<file path="src/rtl/wave_pkg.sv">
// Shared constants for the multi-channel waveform renderer: channel limits,
// read-latency bounds and the per-channel trace palette.
package wave_pkg;

  localparam int unsigned MAX_CH     = 4;
  localparam int unsigned RD_LAT_MIN = 1;
  localparam int unsigned RD_LAT_MAX = 3;

  typedef logic [23:0] rgb_t;

  localparam rgb_t COL_WHITE   = 24'hFF_FF_FF;
  localparam rgb_t COL_YELLOW  = 24'hFF_FF_00;
  localparam rgb_t COL_CYAN    = 24'h00_FF_FF;
  localparam rgb_t COL_MAGENTA = 24'hFF_00_FF;

  // Trace colour for a channel index; channel 0 has the highest priority.
  function automatic rgb_t ch_colour(input int unsigned ch);
    case (ch)
      0:       return COL_WHITE;
      1:       return COL_YELLOW;
      2:       return COL_CYAN;
      default: return COL_MAGENTA;
    endcase
  endfunction

endpackage

</file>
<file path="src/rtl/wave_display_mc_if.sv">
// Pixel-in / sample-RAM / pixel-out bus of the waveform renderer.
interface wave_display_mc_if #(
  parameter int unsigned NUM_CH   = 2,
  parameter int unsigned SAMPLE_W = 8,
  parameter int unsigned ADDR_W   = 8
);
  logic [10:0]                x;
  logic [9:0]                 y;
  logic                       valid;
  logic                       read_index;
  logic [NUM_CH-1:0]          ch_enable;
  logic [ADDR_W:0]            read_address;
  logic [NUM_CH*SAMPLE_W-1:0] read_value;
  logic                       valid_pixel;
  logic [7:0]                 r;
  logic [7:0]                 g;
  logic [7:0]                 b;
  logic [NUM_CH-1:0]          hit_ch;

  modport master (
    output x, y, valid, read_index, ch_enable, read_value,
    input  read_address, valid_pixel, r, g, b, hit_ch
  );

  modport slave (
    input  x, y, valid, read_index, ch_enable, read_value,
    output read_address, valid_pixel, r, g, b, hit_ch
  );
endinterface

</file>
<file path="src/rtl/wave_channel_tracker.sv">
// One channel's trace state: keeps the previous and current adjusted
// samples along a line and flags pixels lying on the segment between them.
module wave_channel_tracker #(
  parameter int unsigned SAMPLE_W = 8,
  parameter int unsigned ADDR_W   = 8,
  parameter int unsigned V_SHIFT  = 1,
  parameter int unsigned V_OFFSET = 32
) (
  input  logic                clk,
  input  logic                reset_n,
  input  logic                enable,
  input  logic                in_win,
  input  logic [ADDR_W-1:0]   idx,
  input  logic [SAMPLE_W-1:0] row,
  input  logic [SAMPLE_W-1:0] raw,
  output logic                hit
);
  logic [SAMPLE_W-1:0] prev, curr, prev_n, curr_n, adj, lo, hi;
  logic [ADDR_W-1:0]   last_idx;
  logic                last_in_win;

  // Next prev/curr (line start reloads both, new index shifts) and hit test.
  always_comb begin
    adj    = SAMPLE_W'(32'(raw >> V_SHIFT) + V_OFFSET);
    prev_n = prev;
    curr_n = curr;
    if (in_win && !last_in_win) begin
      prev_n = adj;
      curr_n = adj;
    end else if (in_win && (idx != last_idx)) begin
      prev_n = curr;
      curr_n = adj;
    end
    if (prev_n < curr_n) begin
      lo = prev_n;
      hi = curr_n;
    end else begin
      lo = curr_n;
      hi = prev_n;
    end
    hit = enable && in_win && (row >= lo) && (row <= hi);
  end

  // Trace state registers; index memory only advances inside the window.
  always_ff @(posedge clk or negedge reset_n) begin
    if (!reset_n) begin
      prev        <= '0;
      curr        <= '0;
      last_idx    <= '0;
      last_in_win <= 1'b0;
    end else begin
      prev        <= prev_n;
      curr        <= curr_n;
      last_in_win <= in_win;
      if (in_win) last_idx <= idx;
    end
  end

endmodule

</file>
<file path="src/rtl/wave_display_mc.sv">
// Multi-channel waveform renderer: window decode, per-frame bank latch,
// RAM-latency alignment pipeline, per-channel trackers and priority colour.
module wave_display_mc
  import wave_pkg::*;
#(
  parameter int unsigned NUM_CH   = 2,
  parameter int unsigned SAMPLE_W = 8,
  parameter int unsigned ADDR_W   = 8,
  parameter int unsigned X0       = 256,
  parameter int unsigned Y0       = 0,
  parameter int unsigned X_SHIFT  = 1,
  parameter int unsigned Y_SHIFT  = 1,
  parameter int unsigned V_SHIFT  = 1,
  parameter int unsigned V_OFFSET = 32,
  parameter int unsigned RD_LAT   = 1
) (
  input logic          clk,
  input logic          reset_n,
  wave_display_mc_if.slave bus
);
  localparam int unsigned X_SPAN = 1 << (ADDR_W + X_SHIFT);
  localparam int unsigned Y_SPAN = 1 << (SAMPLE_W + Y_SHIFT);

  logic [31:0]         dx, dy;
  logic                in_win;
  logic [ADDR_W-1:0]   idx;
  logic [SAMPLE_W-1:0] row;
  logic                bank;

  logic                win_q [RD_LAT];
  logic [ADDR_W-1:0]   idx_q [RD_LAT];
  logic [SAMPLE_W-1:0] row_q [RD_LAT];

  logic [NUM_CH-1:0]   hit_c;
  rgb_t                colour;
  logic                found;

  // Window decode; offsets below the window edge wrap large and fail the span test.
  always_comb begin
    dx     = 32'(bus.x) - X0;
    dy     = 32'(bus.y) - Y0;
    in_win = bus.valid && (dx < X_SPAN) && (dy < Y_SPAN);
    idx    = in_win ? ADDR_W'(dx >> X_SHIFT) : '0;
    row    = SAMPLE_W'(dy >> Y_SHIFT);
  end

  assign bus.read_address = {bank, idx};

  // Bank select is sampled only on the frame's first pixel.
  always_ff @(posedge clk or negedge reset_n) begin
    if (!reset_n) bank <= 1'b0;
    else if (bus.valid && (bus.x == '0) && (bus.y == '0)) bank <= bus.read_index;
  end

  // Delay pixel attributes to meet the RAM data RD_LAT cycles later.
  always_ff @(posedge clk or negedge reset_n) begin
    if (!reset_n) begin
      for (int unsigned i = 0; i < RD_LAT; i++) begin
        win_q[i] <= 1'b0;
        idx_q[i] <= '0;
        row_q[i] <= '0;
      end
    end else begin
      win_q[0] <= in_win;
      idx_q[0] <= idx;
      row_q[0] <= row;
      for (int unsigned i = 1; i < RD_LAT; i++) begin
        win_q[i] <= win_q[i-1];
        idx_q[i] <= idx_q[i-1];
        row_q[i] <= row_q[i-1];
      end
    end
  end

  for (genvar c = 0; c < NUM_CH; c++) begin : g_ch
    wave_channel_tracker #(
      .SAMPLE_W (SAMPLE_W),
      .ADDR_W   (ADDR_W),
      .V_SHIFT  (V_SHIFT),
      .V_OFFSET (V_OFFSET)
    ) u_trk (
      .clk     (clk),
      .reset_n (reset_n),
      .enable  (bus.ch_enable[c]),
      .in_win  (win_q[RD_LAT-1]),
      .idx     (idx_q[RD_LAT-1]),
      .row     (row_q[RD_LAT-1]),
      .raw     (bus.read_value[c*SAMPLE_W +: SAMPLE_W]),
      .hit     (hit_c[c])
    );
  end

  // Lowest-numbered hit channel picks the colour.
  always_comb begin
    colour = '0;
    found  = 1'b0;
    for (int unsigned i = 0; i < NUM_CH; i++) begin
      if (hit_c[i] && !found) begin
        colour = ch_colour(i);
        found  = 1'b1;
      end
    end
  end

  // Registered pixel result.
  always_ff @(posedge clk or negedge reset_n) begin
    if (!reset_n) begin
      bus.valid_pixel         <= 1'b0;
      {bus.r, bus.g, bus.b}   <= '0;
      bus.hit_ch              <= '0;
    end else begin
      bus.valid_pixel         <= |hit_c;
      {bus.r, bus.g, bus.b}   <= colour;
      bus.hit_ch              <= hit_c;
    end
  end

endmodule

</file>
<file path="src/flat_wrapper.sv">
// flat-port wrapper written by rule: the top's interface ports become plain ports
module wave_display_mc_flat import wave_pkg::*;
#(
  parameter int unsigned NUM_CH   = 2,
  parameter int unsigned SAMPLE_W = 8,
  parameter int unsigned ADDR_W   = 8,
  parameter int unsigned X0       = 256,
  parameter int unsigned Y0       = 0,
  parameter int unsigned X_SHIFT  = 1,
  parameter int unsigned Y_SHIFT  = 1,
  parameter int unsigned V_SHIFT  = 1,
  parameter int unsigned V_OFFSET = 32,
  parameter int unsigned RD_LAT   = 1
)
  (clk, reset_n, bus_x, bus_y, bus_valid, bus_read_index, bus_ch_enable, bus_read_value, bus_read_address, bus_valid_pixel, bus_r, bus_g, bus_b, bus_hit_ch);
  wave_display_mc_if #(.NUM_CH(NUM_CH), .SAMPLE_W(SAMPLE_W), .ADDR_W(ADDR_W)) bus_i ();
  input logic clk;
  input logic reset_n;
  input wire logic [$bits(bus_i.x)-1:0] bus_x;
  input wire logic [$bits(bus_i.y)-1:0] bus_y;
  input wire logic [$bits(bus_i.valid)-1:0] bus_valid;
  input wire logic [$bits(bus_i.read_index)-1:0] bus_read_index;
  input wire logic [$bits(bus_i.ch_enable)-1:0] bus_ch_enable;
  input wire logic [$bits(bus_i.read_value)-1:0] bus_read_value;
  output wire logic [$bits(bus_i.read_address)-1:0] bus_read_address;
  output wire logic [$bits(bus_i.valid_pixel)-1:0] bus_valid_pixel;
  output wire logic [$bits(bus_i.r)-1:0] bus_r;
  output wire logic [$bits(bus_i.g)-1:0] bus_g;
  output wire logic [$bits(bus_i.b)-1:0] bus_b;
  output wire logic [$bits(bus_i.hit_ch)-1:0] bus_hit_ch;
  assign bus_i.x = bus_x;
  assign bus_i.y = bus_y;
  assign bus_i.valid = bus_valid;
  assign bus_i.read_index = bus_read_index;
  assign bus_i.ch_enable = bus_ch_enable;
  assign bus_i.read_value = bus_read_value;
  assign bus_read_address = bus_i.read_address;
  assign bus_valid_pixel = bus_i.valid_pixel;
  assign bus_r = bus_i.r;
  assign bus_g = bus_i.g;
  assign bus_b = bus_i.b;
  assign bus_hit_ch = bus_i.hit_ch;
  wave_display_mc #(.NUM_CH(NUM_CH), .SAMPLE_W(SAMPLE_W), .ADDR_W(ADDR_W), .X0(X0), .Y0(Y0), .X_SHIFT(X_SHIFT), .Y_SHIFT(Y_SHIFT), .V_SHIFT(V_SHIFT), .V_OFFSET(V_OFFSET), .RD_LAT(RD_LAT)) u_core (.clk(clk), .reset_n(reset_n), .bus(bus_i));
endmodule
</file>
<file path="config.mk">
export PLATFORM = sky130hd
export DESIGN_NAME = wave_display_mc_flat
export DESIGN_NICKNAME = d
export VERILOG_FILES = /design/src/rtl/wave_pkg.sv /design/src/rtl/wave_display_mc_if.sv /design/src/rtl/wave_channel_tracker.sv /design/src/rtl/wave_display_mc.sv /design/src/flat_wrapper.sv
export SDC_FILE = /design/constraint.sdc
export NUM_CORES = 1
export LEC_CHECK = 0
export ABC_AREA = 1
export BUFFER_PORTS_ARGS = -buffer_cell sky130_fd_sc_hd__buf_2
export CAP_MARGIN = 30
export CORE_MARGIN = 4
export CORE_UTILIZATION = 40
export DETAILED_ROUTE_END_ITERATION = 8
export PLACE_DENSITY = 0.65
export SETUP_SLACK_MARGIN = 0.02
export SYNTH_ARGS = -nofsm -noshare
export SYNTH_HDL_FRONTEND = slang
export SYNTH_SLANG_ARGS = --single-unit
</file>
<file path="constraint.sdc">
create_clock -name clk -period 10.9 [get_ports clk]
set_input_delay 1.09 -clock clk [delete_from_list [all_inputs] [get_ports clk]]
set_output_delay 1.09 -clock clk [all_outputs]
set_load 0.02 [all_outputs]
</file>
Yosys cells after proc, flatten, opt, wreduce, memory -nomap -nowiden --
Index checks and enable logic that the tools add are counted.
Operators by class: add/sub/neg operators 3, magnitude comparators 8, equal/unequal tests 1, multiplexer cells 16, reductions and logical operators 18
Operator list (count):
- $mux W8 | 13
- $mux W24 | 2
- $lt A32 B10 Y1 const B | 1
- $add A7 B6 Y8 const B | 2
- $ge A8 B8 Y1 | 2
- $le A8 B8 Y1 | 2
- $lt A8 B8 Y1 | 2
- $logic_and A1 B1 Y1 | 13
- $sub A11 B9 Y12 const B | 1
- $logic_not A11 Y1 | 1
- $logic_not A10 Y1 | 1
- $lt A10 B10 Y1 const B | 1
- $ne A8 B8 Y1 | 1
- $logic_not A1 Y1 | 2
- $reduce_or A2 Y1 | 1
- $mux W1 | 1
Word-level totals: flip-flop bits (word level) 86, output and inout bits 36, logic and storage cells 61

Logic depth before layout (Yosys ltp) --
Gate-level depths: netlist of run 1.
depth in word-level cells 13, depth in mapped cells 32, mapped depth without buffers 30

Hierarchy --
From an unflattened synthesis of run 1, not the netlist that was laid out.
Second synthesis, totals: cell total of the unflattened synthesis 674, area total of the unflattened synthesis 5027.3 um^2
By module, submodules not included:
- wave_channel_tracker | instances 2, cells each 288, area an instance 2026.9 um^2
- wave_display_mc | instances 1, cells each 98, area an instance 973.4 um^2

Worst setup path after synthesis of run 1 --
No wires, ideal clock.
path type register -> register, start register u_core.win_q, end register u_core.bus.g[6], arrival 3.848 ns, slack 6.923 ns, cell stages (with the launch flop) 27, path buffers 4, path through dfrtp_1 inv_2 nor2_2 inv_1 buf_2 buf_2 buf_1 nor2_1 a31oi_1 inv_1 ha_1 a21oi_1 nor2_1 a211oi_2 nand2_4 buf_6 nand2_1 nand2_1 ha_1 a21boi_0 o21a_1 o21ai_0 nand2_1 a31oi_1 o21ai_0 nand3_1 o21ai_0
Between the ends: cells in the longest elaborated chain, start to end 12, elaborated cells on any way between the ends 31
Ends and longest elaborated chain:
- from (decl) | line wave_display_mc.sv:30 | logic win_q [RD_LAT];
- from (signal, indexed assignment) | line wave_display_mc.sv:68 | win_q[i] <= win_q[i-1];
- $logic_and A1 B1 Y1 | line wave_channel_tracker.sv:30 | end else if (in_win && (idx != last_idx)) begin
- $mux W8 | line wave_channel_tracker.sv:30
- $mux W8 (*) | line wave_channel_tracker.sv:27 | if (in_win && !last_in_win) begin
- via u_core.g_ch[0].u_trk.prev_n[5] | line wave_channel_tracker.sv:18 | logic [SAMPLE_W-1:0] prev, curr, prev_n, curr_n, adj, lo, hi;
- $lt A8 B8 Y1 | line wave_channel_tracker.sv:34 | if (prev_n < curr_n) begin
- $mux W8 | line wave_channel_tracker.sv:34
- $ge A8 B8 Y1 | line wave_channel_tracker.sv:41 | hit = enable && in_win && (row >= lo) && (row <= hi);
- $logic_and A1 B1 Y1 | line wave_channel_tracker.sv:41
- $logic_and A1 B1 Y1 (*) | line wave_channel_tracker.sv:41
- $mux W1 | line wave_display_mc.sv:98 | if (hit_c[i] && !found) begin
- $logic_not A1 Y1 | line wave_display_mc.sv:98
- $logic_and A1 B1 Y1 | line wave_display_mc.sv:98
- $mux W24 (*) | line wave_display_mc.sv:98
- to (signal assigned) | line wave_display_mc.sv:113 | {bus.r, bus.g, bus.b} <= colour;
- to (decl) | line wave_display_mc_if.sv:27 | output read_address, valid_pixel, r, g, b, hit_ch
The timed path passes the listed nets; every way through them passes the cells marked *. A chain may end at the register's enable or synchronous reset.

Worst setup path after layout of run 1 --
start register u_core.win_q, end register u_core.bus.g[6]
Between the ends: cells in the longest elaborated chain, start to end 12, elaborated cells on any way between the ends 31
Ends and longest elaborated chain (line):
- $logic_and A1 B1 Y1 | wave_channel_tracker.sv:30
- $mux W8 | wave_channel_tracker.sv:30
- $mux W8 | wave_channel_tracker.sv:27
- $lt A8 B8 Y1 | wave_channel_tracker.sv:34
- $mux W8 | wave_channel_tracker.sv:34
- $ge A8 B8 Y1 | wave_channel_tracker.sv:41
- $logic_and A1 B1 Y1 (2 in series) | wave_channel_tracker.sv:41
- $mux W1 | wave_display_mc.sv:98
- $logic_not A1 Y1 | wave_display_mc.sv:98
- $logic_and A1 B1 Y1 | wave_display_mc.sv:98
- $mux W24 (*) | wave_display_mc.sv:98
Every way passes the cells marked *; elsewhere a longest branch is shown, timed or not.

==> results.sh, run 1 <==
export IMPL_run_status="finished clean"
export IMPL_worstPathRequired_ns=11.17
export IMPL_drive_above_1_share_pct=19.8
export IMPL_combinationalPowerShare_pct=57.5
export IMPL_swShare_pct=44.7
export IMPL_drv_max_cap_violation_count=0
export IMPL_tritoncts_num_buffers=9
export IMPL_holdCritPathClass="reg -> reg"
export IMPL_finish_utilization_pct=45.7
export IMPL_die_height_um=113
export IMPL_fmax_ghz=0.197
export IMPL_nNetsFinal=728
export IMPL_seq_power_share_pct=24.1
export IMPL_drc=0
export IMPL_fin_hold_ws_ns=0.490
export IMPL_ir_drop_v=0.0000913
export IMPL_setup_worst_path_class="reg -> reg"
export IMPL_detailedRoute_firstIterationViolations=218
export IMPL_cts_tree="yes"
export IMPL_number_of_standard_cells_in_the_final_layout_excluding_fillers=782
export IMPL_rsz_0062_raised_after_global_routing="no"
export IMPL_finalCritPeriodShare_pct=46.7
export IMPL_relSlewSlack_pct=47.1
export IMPL_pwr_density_cell_nw_per_um2=256
export IMPL_cts_hold_fix_bufs=0
export IMPL_drt_wl_total_mm=9.87
export IMPL_critical_path_peak_fanout=38
export IMPL_postCtsResizedCells=0
export IMPL_postSynthNetCount=680
export IMPL_pre_antenna_drt_iters=4
export IMPL_first_global_vias=3732
export IMPL_placementRows=38
export IMPL_slowest_stage="sky130_fd_sc_hd__dfrtp_1"
export IMPL_vias_per_cell=4.84
export IMPL_grt_start_max_net_pins=63
export IMPL_fin_worst_skew_ns=0.00948
export IMPL_core_area_um2=10800
export IMPL_clockPowerShare_pct=18.4
export IMPL_die_footprint_um2=12900
export IMPL_number_of_buffers_between_clock_root_and_the_deepest_sink=2
export IMPL_detailroute_via_count=3788
export IMPL_clock_root_buffer="sky130_fd_sc_hd__clkbuf_8"
export IMPL_worst_setup_path_end_kind="flip-flop"
export IMPL_synth_top_area_share_pct=34.9
export IMPL_dpl_cell_area_um2=4720
export IMPL_grt_antenna_before_repair=0
export IMPL_synth_lib_cells_used_distinct=37
export IMPL_antennaDiodeCount=0
export IMPL_post_drt_wl_per_cell_um=12.6
export IMPL_layout_cell_area_non_filler_um2=4960
export IMPL_h_tree_level_count=3
export IMPL_tns_ns=0
export IMPL_netlist_top_cells_area="sky130_fd_sc_hd__dfrtp_1, sky130_fd_sc_hd__nand2_1, sky130_fd_sc_hd__ha_1, sky130_fd_sc_hd__inv_1, sky130_fd_sc_hd__nand3_1"
export IMPL_final_period_minus_worst_setup_slack_ns=5.09
export IMPL_ys_ff_latch=62
export IMPL_buffer_ports_inserted=76
export IMPL_grt_use_total_pct=15.9
export IMPL_net_switching_power_w=0.000566
export IMPL_boundaryPins=79
export IMPL_yosysWarningCount=0
export IMPL_clock_sink_count=62
export IMPL_setup_viol=0
export IMPL_worst_ep_arrival_time_ns=5.36
export IMPL_drt_antenna_violating_nets=0
export IMPL_post_place_cells=764
export IMPL_critical_path_max_stage_delay_ns=0.67
export IMPL_hold_viol=0
export IMPL_post_synth_inst_count=589
export IMPL_first_pass_grt_wire_length_mm=16.7
export IMPL_final_weighted_congestion_in_routability_driven_placement=0.823
export IMPL_place_detailed_hpwl_mm=7.34
export IMPL_synth_area_um2=4440
export IMPL_synth_yosys_seq_area_share_pct=34.9
export IMPL_insertion_delay_ns=0.35
export IMPL_postSynthAreaPerCell_um2=7.55
export IMPL_leakage_nw=2.83
export IMPL_area_growth_from_synthesis_to_final_layout_pct=11.5
export IMPL_synth_largest_area_cell="sky130_fd_sc_hd__dfrtp_1"
export IMPL_internal_power_w=0.000700
export IMPL_cts_clk_slew_worst_paths_ns=0.08
export IMPL_initial_core_util_pct=41.0
export IMPL_finalMaxSlewViolations=0
export IMPL_grt_overflow_total=0
export IMPL_setup_worst_path_start_class="flip-flop"
export IMPL_worst_slew_pin_transition_ns=0.794
export IMPL_die_width_um=113
export IMPL_crit_path_cell_trace="inv_2 -> nor2_2 -> inv_1 -> buf_4 -> nand2_2 -> o21ai_0 -> ha_1 -> nand2_1 -> nor2_1 -> a211oi_2 -> buf_4 -> nand2_4 -> nand2_1 -> nand2_1 -> ha_1 -> a21oi_1 -> nor2_1 -> a211oi_1 -> o221ai_1 -> o21ai_0 -> nand3_1 -> o21ai_0"
export IMPL_postCtsSetupRepairBufs=0
-- cell families after synthesis --
logic type                 share of synthesized area (%)
muxes                                              0.225
AOI/OAI and AO/OA                                   8.98
xor gates and xnor gates                           0.788
adders and majority gates                           13.5
buffers and inverters                               13.5
and+or+nand+nor                                     28.0
DFF                                                 34.9
-- worst max-delay path: cells and delay by family (launching register included) --
| kind | cells | cell delay, ns |
|---|---|---|
| AO/OA/AOI/OAI | 7 | 1.55 |
| AND/OR/NAND/NOR | 9 | 1.21 |
| adder cells (fa/ha/maj) | 2 | 0.65 |
| flip-flops | 1 | 0.67 |
| buffers and inverters | 4 | 0.93 |
-- layer usage --
layer | GRT usage [%] | wire [um]
met1 | 19.8 | 4670
met3 | 3.45 | 396
met5 | 0 | 0
met2 | 27.3 | 4630
met4 | 5.21 | 174
-- synth_stat cells, drive strengths merged --
cell type	count
ha	48
o211ai	2
nand4	4
o21ai	25
o2111ai	1
mux2i	1
a21oi	19
inv	81
a31oi	12
o221ai	1
nor2	34
o21a	1
a21o	1
nand3	46
or2	10
nor4	5
nand3b	1
a211oi	4
buf	36
dfrtp	62
nor3	1
nand2	181
o311ai	1
clkbuf	7
a21boi	1
xnor2	4
-- registers in the layout, indices dropped and copies added, names as in the netlist --
| register | count |
|---|---|
| u_core.g_ch.u_trk.last_in_win | 1 |
| u_core.bus.hit_ch | 2 |
| u_core.g_ch.u_trk.curr | 16 |
| u_core.bank | 1 |
| u_core.win_q | 1 |
| u_core.row_q | 8 |
| u_core.idx_q | 8 |
| u_core.bus.g | 1 |
| u_core.g_ch.u_trk.prev | 16 |
| u_core.g_ch.u_trk.last_idx | 8 |
-- cell type report --
type / instances / area [um2]
inverters: 81 / 304
flip-flops and latches: 62 / 1550
repair buffers: 80 / 410
clock inverters: 5 / 82.6
fillers: 1097 / 5880
clock buffers: 11 / 141
multi-input cells: 403 / 2290
well taps: 140 / 175
-- cell usage in the layout, fill, tap and decap left out, drive strengths merged --
cell type,netlist,layout
nand2,181,181
o2111ai,1,1
nor4,5,5
a21oi,19,19
ha,48,48
o311ai,1,1
bufinv,0,2
o221ai,1,1
a31oi,12,12
or2,10,10
o211ai,2,2
inv,81,81
nand3b,1,1
nor2,34,34
a21boi,1,1
dfrtp,62,62
o21ai,25,25
a21o,1,1
clkbuf,7,11
nor3,1,1
o21a,1,1
nand4,4,4
a211oi,4,4
buf,36,80
clkinvlp,0,3
mux2i,1,1
xnor2,4,4
nand3,46,46
-- final timing paths --
check / start / to / slack [ns] / cells past startpoint
setup / recovery: u_core.win_q / u_core.bus.g[6] / 5.81 / 22
hold / removal: u_core.bank / u_core.bank / 0.49 / 2
setup reg to reg: u_core.win_q / u_core.bus.g[6] / 5.81 / 22
hold reg to reg: u_core.bank / u_core.bank / 0.49 / 2
max in group asynchronous: reset_n / u_core.g_ch[0].u_trk.last_idx[2] / 9.46 / 2
min in group asynchronous: reset_n / u_core.g_ch[0].u_trk.prev[1] / 0.88 / 2
-- power by group through the flow --
stage                     combinational [W]  sequential [W]  clock [W]
after floorplan                    0.000593        0.000303          0
after global placement             0.000679        0.000306          0
after detailed placement           0.000713        0.000309          0
after CTS                          0.000721        0.000304   0.000236
after global routing               0.000857        0.000310   0.000247
final                              0.000728        0.000305   0.000233
-- metrics by stage --
stage	total power (W)	setup slack (ns)
2_1_floorplan	0.000896	6.92
3_3_place_gp	0.000985	5.54
3_5_place_dp	0.00102	5.36
4_1_cts	0.00126	5.36
5_1_grt	0.00141	5.41
6_report	0.00127	5.81
Power figures use the tool's default switching activity.
==> inputs of run 2 (changes only) <==
--- a/config.mk
+++ b/config.mk
@@ -11,7 +11,7 @@
 export CORE_MARGIN = 4
 export CORE_UTILIZATION = 40
 export DETAILED_ROUTE_END_ITERATION = 8
-export PLACE_DENSITY = 0.65
+export PLACE_DENSITY = 0.68
 export SETUP_SLACK_MARGIN = 0.02
 export SYNTH_ARGS = -nofsm -noshare
 export SYNTH_HDL_FRONTEND = slang
==> constraint.sdc (replaced) <==
create_clock -name clk -period 4.2 [get_ports clk]
set_input_delay 0.42 -clock clk [delete_from_list [all_inputs] [get_ports clk]]
set_output_delay 0.42 -clock clk [all_outputs]
set_load 0.02 [all_outputs]
==> run 2 against run 1 <==
Largest power group unchanged. Sequential share of layout area is 3.1 points lower. Critical path type unchanged. Cell count up 5.9%. Count of clock-buffer cells in the layout is 2 lower. Clock skew is 0.00085 ns higher. Worst hold slack worse by 0.31 ns.
==> results.sh, run 2 (synthesis results as in run 1) <==
export IMPL_final_period_minus_worst_setup_slack_ns=4.03
export IMPL_placementRows=38
export IMPL_finish_utilization_pct=50.9
export IMPL_timing_critical_path_mode_cell="sky130_fd_sc_hd__nand2_1"
export IMPL_die_width_um=113
export IMPL_core_area_um2=10800
export IMPL_die_footprint_um2=12900
export IMPL_swShare_pct=44.6
export IMPL_grt_start_max_net_pins=63
export IMPL_initial_core_util_pct=41.0
export IMPL_post_drt_wl_per_cell_um=13.4
export IMPL_setup_worst_path_start_class="flip-flop"
export IMPL_drc=0
export IMPL_internal_power_w=0.00213
export IMPL_worstPathRequired_ns=4.44
export IMPL_grt_antenna_before_repair=0
export IMPL_seq_power_share_pct=20.6
export IMPL_clockPowerShare_pct=13.8
export IMPL_area_growth_from_synthesis_to_final_layout_pct=24.0
export IMPL_leakage_nw=3.07
export IMPL_post_place_cells=796
export IMPL_buffer_ports_inserted=76
export IMPL_detailedRoute_firstIterationViolations=212
export IMPL_cts_tree="yes"
export IMPL_finalMaxSlewViolations=0
export IMPL_rsz_0062_raised_after_global_routing="yes"
export IMPL_leading_cell_type_in_the_layout_fill_and_taps_excluded="sky130_fd_sc_hd__nand2_1"
export IMPL_critPathTopFamily="compound AO/OA/AOI/OAI gates"
export IMPL_antennaDiodeCount=0
export IMPL_drt_antenna_violating_nets=0
export IMPL_pwr_density_cell_nw_per_um2=698
export IMPL_clock_sink_count=62
export IMPL_run_status="finished clean"
export IMPL_nNetsFinal=774
export IMPL_grt_use_total_pct=16.7
export IMPL_critical_path_max_stage_delay_ns=0.41
export IMPL_net_switching_power_w=0.00172
export IMPL_drv_max_cap_violation_count=0
export IMPL_finalCritPeriodShare_pct=95.9
export IMPL_setup_viol=0
export IMPL_first_global_vias=3837
export IMPL_worst_setup_path_end_kind="flip-flop"
export IMPL_final_cell_mix="sky130_fd_sc_hd__nand2_1, sky130_fd_sc_hd__buf_2, sky130_fd_sc_hd__inv_1"
export IMPL_vias_per_cell=4.85
export IMPL_drt_wl_total_mm=11.1
export IMPL_grt_overflow_total=0
export IMPL_boundaryPins=79
export IMPL_worstPathBufferInverterCount=5
export IMPL_slowest_stage="sky130_fd_sc_hd__dfrtp_1"
export IMPL_critical_path_peak_fanout=6
export IMPL_cts_hold_fix_bufs=0
export IMPL_fin_worst_skew_ns=0.0103
export IMPL_pre_antenna_drt_iters=5
export IMPL_die_height_um=113
export IMPL_fin_hold_ws_ns=0.180
export IMPL_combinationalPowerShare_pct=65.6
export IMPL_place_detailed_hpwl_mm=8.26
export IMPL_first_pass_grt_wire_length_mm=17.4
export IMPL_insertion_delay_ns=0.36
export IMPL_relSlewSlack_pct=47.6
export IMPL_setup_worst_path_class="reg -> reg"
export IMPL_cts_clk_slew_worst_paths_ns=0.08
export IMPL_final_weighted_congestion_in_routability_driven_placement=0.853
export IMPL_ir_drop_v=0.000252
export IMPL_worst_ep_arrival_time_ns=4.27
export IMPL_clock_root_buffer="sky130_fd_sc_hd__clkbuf_8"
export IMPL_pre_cts_slack_ns=0.0567
export IMPL_holdCritPathClass="in -> reg"
export IMPL_worst_slew_pin_transition_ns=0.786
export IMPL_postLayoutSetupSlackWorst_ns=0.172
export IMPL_detailroute_via_count=4016
export IMPL_largest_registers="u_core.g_ch.u_trk.curr x16, u_core.g_ch.u_trk.prev x16"
export IMPL_number_of_standard_cells_in_the_final_layout_excluding_fillers=828
export IMPL_drive_above_1_share_pct=29.8
export IMPL_h_tree_level_count=3
export IMPL_number_of_buffers_between_clock_root_and_the_deepest_sink=2
export IMPL_tritoncts_num_buffers=9
export IMPL_hold_viol=0
export IMPL_fmax_ghz=0.248
## run 2: timing repair
action                     CTS  global route
buffers inserted             0            15
setup endpoints to repair    0             3
resized for setup            0            58
## run 2: area by class of cell
class                      count  area [um2]
inverter                      81         308
fill                        1007        5330
multi-input combinational    403        2500
tap                          140         175
clock inverter                 7        73.8
timing repair buffer         126         776
sequential                    62        1550
clock buffer                   9         124
## run 2: metal layers
metal	vias to the layer above	wire length [um]	global-route usage (%)
met2	81	5560	28.2
met1	1863	4950	21.5
met4	0	156	5.53
met3	13	462	3.50
met5	-	0	0
li1	2059	-	-
## run 2: per-stage QoR
| stage | setup TNS, ns | area [um2] | total power, W |
|---|---|---|---|
| final | 0 | 5510 | 0.00385 |
| after global routing | -0.132 | 5510 | 0.00421 |
| after CTS | 0 | 5150 | 0.00341 |
| after detailed placement | 0 | 4960 | 0.00287 |
| after global placement | 0 | 4960 | 0.00276 |
| after floorplan | 0 | 4440 | 0.00232 |
## run 2: worst paths after layout
kind                                           endpoint  cells past startpoint  slack [ns]       startpoint
min                                     u_core.row_q[4]                      1        0.18         bus_y[5]
max reg2reg                             u_core.bus.g[6]                     28        0.17  u_core.idx_q[7]
max in group asynchronous                  u_core.win_q                      2        3.42          reset_n
min in group asynchronous  u_core.g_ch[0].u_trk.prev[1]                      2        0.23          reset_n
min reg2reg                                 u_core.bank                      2        0.50      u_core.bank
max                                     u_core.bus.g[6]                     28        0.17  u_core.idx_q[7]
## run 2: power groups by stage
stage	sequential, W	clock, W	combinational, W
floorplan	0.000786	0	0.00154
global placement	0.000793	0	0.00196
detailed placement	0.000800	0	0.00207
CTS	0.000790	0.000540	0.00208
global route	0.000809	0.000568	0.00284
finish	0.000793	0.000530	0.00253
==> inputs of run 3 (changes only) <==
--- a/config.mk
+++ b/config.mk
@@ -5,11 +5,11 @@
 export SDC_FILE = /design/constraint.sdc
 export NUM_CORES = 1
 export LEC_CHECK = 0
-export ABC_AREA = 1
 export BUFFER_PORTS_ARGS = -buffer_cell sky130_fd_sc_hd__buf_2
 export CAP_MARGIN = 30
 export CORE_MARGIN = 4
 export CORE_UTILIZATION = 40
+export CTS_CLUSTER_DIAMETER = 30
 export DETAILED_ROUTE_END_ITERATION = 8
 export PLACE_DENSITY = 0.68
 export SETUP_SLACK_MARGIN = 0.02
==> constraint.sdc (replaced) <==
create_clock -name clk -period 4.2 [get_ports clk]
set_input_delay 1.26 -clock clk [delete_from_list [all_inputs] [get_ports clk]]
set_output_delay 1.26 -clock clk [all_outputs]
set_load 0.02 [all_outputs]
==> run 3 against run 2 <==
The flow now finishes with violations (negative setup slack). Sequential cell count is the same. Worst hold slack improved by 0.34 ns. Clock skew increased by 0.00090 ns. Critical path type is now in -> reg. Largest cell class unchanged. Highest routed layer unchanged.
==> results.sh, run 3 <==
export IMPL_ff2ff_setup_slack_ns=-0.63
export IMPL_hold_viol=0
export IMPL_h_tree_level_count=3
export IMPL_synth_area_um2=4260
export IMPL_ir_drop_v=0.000265
export IMPL_cts_hold_fix_bufs=0
export IMPL_reg2reg_path_depth=24
export IMPL_post_synth_edffs=0
export IMPL_yosysWarningCount=0
export IMPL_place_detailed_hpwl_mm=7.73
export IMPL_top_layer_used="met4"
export IMPL_holdCritPathClass="reg -> reg"
export IMPL_vias_per_cell=5.12
export IMPL_pre_cts_slack_ns=-0.971
export IMPL_clock_sink_count=62
export IMPL_run_status="complete, but fails checks"
export IMPL_core_area_um2=10400
export IMPL_worstPathBufferInverterCount=3
export IMPL_final_period_minus_worst_setup_slack_ns=4.84
export IMPL_clock_root_buffer="sky130_fd_sc_hd__clkbuf_8"
export IMPL_rsz_0062_raised_after_global_routing="yes"
export IMPL_relSlewSlack_pct=61.3
export IMPL_cts_clk_slew_worst_paths_ns=0.07
export IMPL_buffer_ports_inserted=76
export IMPL_detailedRoute_firstIterationViolations=191
export IMPL_timing_critical_path_depth=21
export IMPL_insertion_delay_ns=0.34
export IMPL_worst_ep_arrival_time_ns=5.04
export IMPL_first_pass_grt_wire_length_mm=17.6
export IMPL_final_cell_mix="sky130_fd_sc_hd__buf_4, sky130_fd_sc_hd__buf_2, sky130_fd_sc_hd__dfrtp_1"
export IMPL_area_growth_from_synthesis_to_final_layout_pct=32.8
export IMPL_placementRows=37
export IMPL_worst_setup_path_end_kind="flip-flop"
export IMPL_setup_worst_path_class="in -> reg"
export IMPL_grt_start_max_net_pins=39
export IMPL_violations="negative setup slack"
export IMPL_critPathTopFamily="compound AO/OA/AOI/OAI gates"
export IMPL_ys_ff_latch=62
export IMPL_critical_path_max_stage_delay_ns=0.35
export IMPL_postLayoutSetupSlackWorst_ns=-0.635
export IMPL_grt_antenna_before_repair=0
export IMPL_cts_tree="yes"
export IMPL_wl_met2_mm=5.27
export IMPL_netlist_top_cells_area="sky130_fd_sc_hd__dfrtp_1, sky130_fd_sc_hd__ha_1, sky130_fd_sc_hd__mux2i_1, sky130_fd_sc_hd__mux2_2, sky130_fd_sc_hd__buf_4"
export IMPL_number_of_buffers_between_clock_root_and_the_deepest_sink=2
export IMPL_worst_slew_pin_transition_ns=0.581
export IMPL_detailroute_via_count=3531
export IMPL_timing_critical_path_from="bus_read_value[14]"
export IMPL_leading_cell_type_in_the_layout_fill_and_taps_excluded="sky130_fd_sc_hd__buf_4"
export IMPL_critical_path_peak_fanout=4
export IMPL_post_layout_total_power_w=0.00361
export IMPL_drv_max_cap_violation_count=0
export IMPL_finish_utilization_pct=54.6
export IMPL_boundaryPins=79
export IMPL_crit_reg2reg_launch="u_core.g_ch[0].u_trk.last_idx[5]"
export IMPL_leakage_nw=3.02
export IMPL_synth_top_area_share_pct=36.4
export IMPL_final_weighted_congestion_in_routability_driven_placement=0.873
export IMPL_nNetsFinal=641
export IMPL_pre_antenna_drt_iters=5
export IMPL_first_global_vias=3736
export IMPL_die_height_um=111
export IMPL_finalCritPeriodShare_pct=115
export IMPL_hold_path_cell_count=1
export IMPL_post_synth_inst_count=406
export IMPL_hold_start="u_core.idx_q[5]"
export IMPL_ys_flop_type="sky130_fd_sc_hd__dfrtp_1"
export IMPL_postSynthNetCount=497
export IMPL_setup_viol=4
export IMPL_setup_worst_path_start_class="primary input"
export IMPL_drive_above_1_share_pct=41.9
export IMPL_slowest_stage="sky130_fd_sc_hd__o311a_4"
export IMPL_post_place_cells=639
export IMPL_post_drt_wl_per_cell_um=15.4
export IMPL_timing_critical_path_mode_cell="sky130_fd_sc_hd__a21o_1"
export IMPL_fmax_ghz=0.207
export IMPL_tritoncts_num_buffers=9
export IMPL_synth_lib_cells_used_distinct=51
export IMPL_initial_core_util_pct=41.1
export IMPL_synth_yosys_seq_area_share_pct=36.4
export IMPL_synth_largest_area_cell="sky130_fd_sc_hd__dfrtp_1"
export IMPL_finalMaxSlewViolations=0
export IMPL_antennaDiodeCount=0
export IMPL_drt_wl_total_mm=10.7
export IMPL_number_of_standard_cells_in_the_final_layout_excluding_fillers=690
export IMPL_grt_use_total_pct=17.5
export IMPL_largest_registers="u_core.g_ch.u_trk.curr x16, u_core.g_ch.u_trk.prev x16"
export IMPL_synth_most_common_cell="sky130_fd_sc_hd__dfrtp_1"
export IMPL_pwr_density_cell_nw_per_um2=639
export IMPL_die_footprint_um2=12400
export IMPL_fin_worst_skew_ns=0.0112
export IMPL_crit_path_cell_trace="buf_6 -> ha_4 -> nor2_1 -> a21oi_1 -> o22ai_2 -> inv_2 -> ha_1 -> a21o_1 -> a21o_1 -> a2111oi_4 -> inv_1 -> o311a_4 -> mux2i_1 -> ha_1 -> nand2b_1 -> a21o_1 -> a21o_1 -> a21o_1 -> a21o_1 -> a2111oi_4 -> o32ai_1"
export IMPL_drt_antenna_violating_nets=0
export IMPL_postSynthAreaPerCell_um2=10.5
export IMPL_yosys_top_cells_count="sky130_fd_sc_hd__dfrtp_1, sky130_fd_sc_hd__ha_1, sky130_fd_sc_hd__mux2i_1, sky130_fd_sc_hd__inv_1, sky130_fd_sc_hd__buf_4"
export IMPL_die_width_um=111
export IMPL_worstPathRequired_ns=4.40
export IMPL_grt_overflow_total=0
export IMPL_met1Wirelength_mm=4.60
export IMPL_met3_length_um=650
export IMPL_drc=0
export IMPL_synth_async_sr_flop_share_pct=100
run 3: cell types whose count changed after synthesis, moves of 11 or more:
cell	change
sky130_fd_sc_hd__mux2_2	+19
sky130_fd_sc_hd__nand2_1	-150
sky130_fd_sc_hd__nand2_2	-11
sky130_fd_sc_hd__inv_1	-48
sky130_fd_sc_hd__nor2_1	-14
sky130_fd_sc_hd__a21o_1	+14
sky130_fd_sc_hd__nand3_1	-40
sky130_fd_sc_hd__mux2i_1	+35
sky130_fd_sc_hd__a31oi_1	-12
run 3: per-stage QoR:
step	TNS [ns]	cell area [um2]	hold WS (ns)
after detailed placement	-2.62	5080	0.500
after global placement	-2.46	5080	0.488
after floorplan	-1.92	4350	0.355
after CTS	-2.02	5580	0.527
after global routing	-3.33	5660	0.541
final	-2.35	5660	0.523
run 3: kinds of logic after synthesis:
| group | Yosys count | share of synthesized area (%) |
|---|---|---|
| mux | 61 | 15.6 |
| fa+ha+maj | 48 | 14.1 |
| compound gates | 80 | 13.2 |
| buf+inv | 69 | 8.98 |
| flops | 62 | 36.4 |
| xor+xnor | 8 | 1.64 |
| simple gates | 78 | 10.1 |
run 3: final cells by class:
class | instances | area, um2
fillers | 928 | 4710
repair buffers | 170 | 1150
clock inverters | 5 | 75.1
inverters | 32 | 120
clock buffers | 10 | 128
multi-input cells | 275 | 2460
flip-flops and latches | 62 | 1550
well taps | 136 | 170
run 3: worst paths after layout:
kind,endpoint
worst min register to register,u_core.g_ch[0].u_trk.last_idx[5]
worst max register to register,u_core.bus.g[6]
min in group asynchronous,u_core.g_ch[1].u_trk.prev[1]
max in group asynchronous,u_core.row_q[5]
worst min-delay path,u_core.g_ch[0].u_trk.last_idx[5]
worst max-delay path,u_core.bus.g[6]
run 3: report_power, final:
part	internal, W	switching, W	total [W]
Sequential	0.000711	0.0000642	0.000775
Clock	0.000328	0.000232	0.000560
Combinational	0.00124	0.00104	0.00228
run 3: timing repair:
| item | in CTS | in global routing |
|---|---|---|
| pin swaps | 1 | 11 |
| buffers inserted | 31 | 5 |
| endpoints found under the setup margin | 3 | 4 |
| resized for setup | 16 | 15 |
| cloned | 0 | 0 |
run 3: routing by layer:
metal	track usage, %	up-vias
met1	21.3	1692
met3	4.15	15
met2	30.5	105
li1	-	1719
met5	0	-
met4	5.35	0
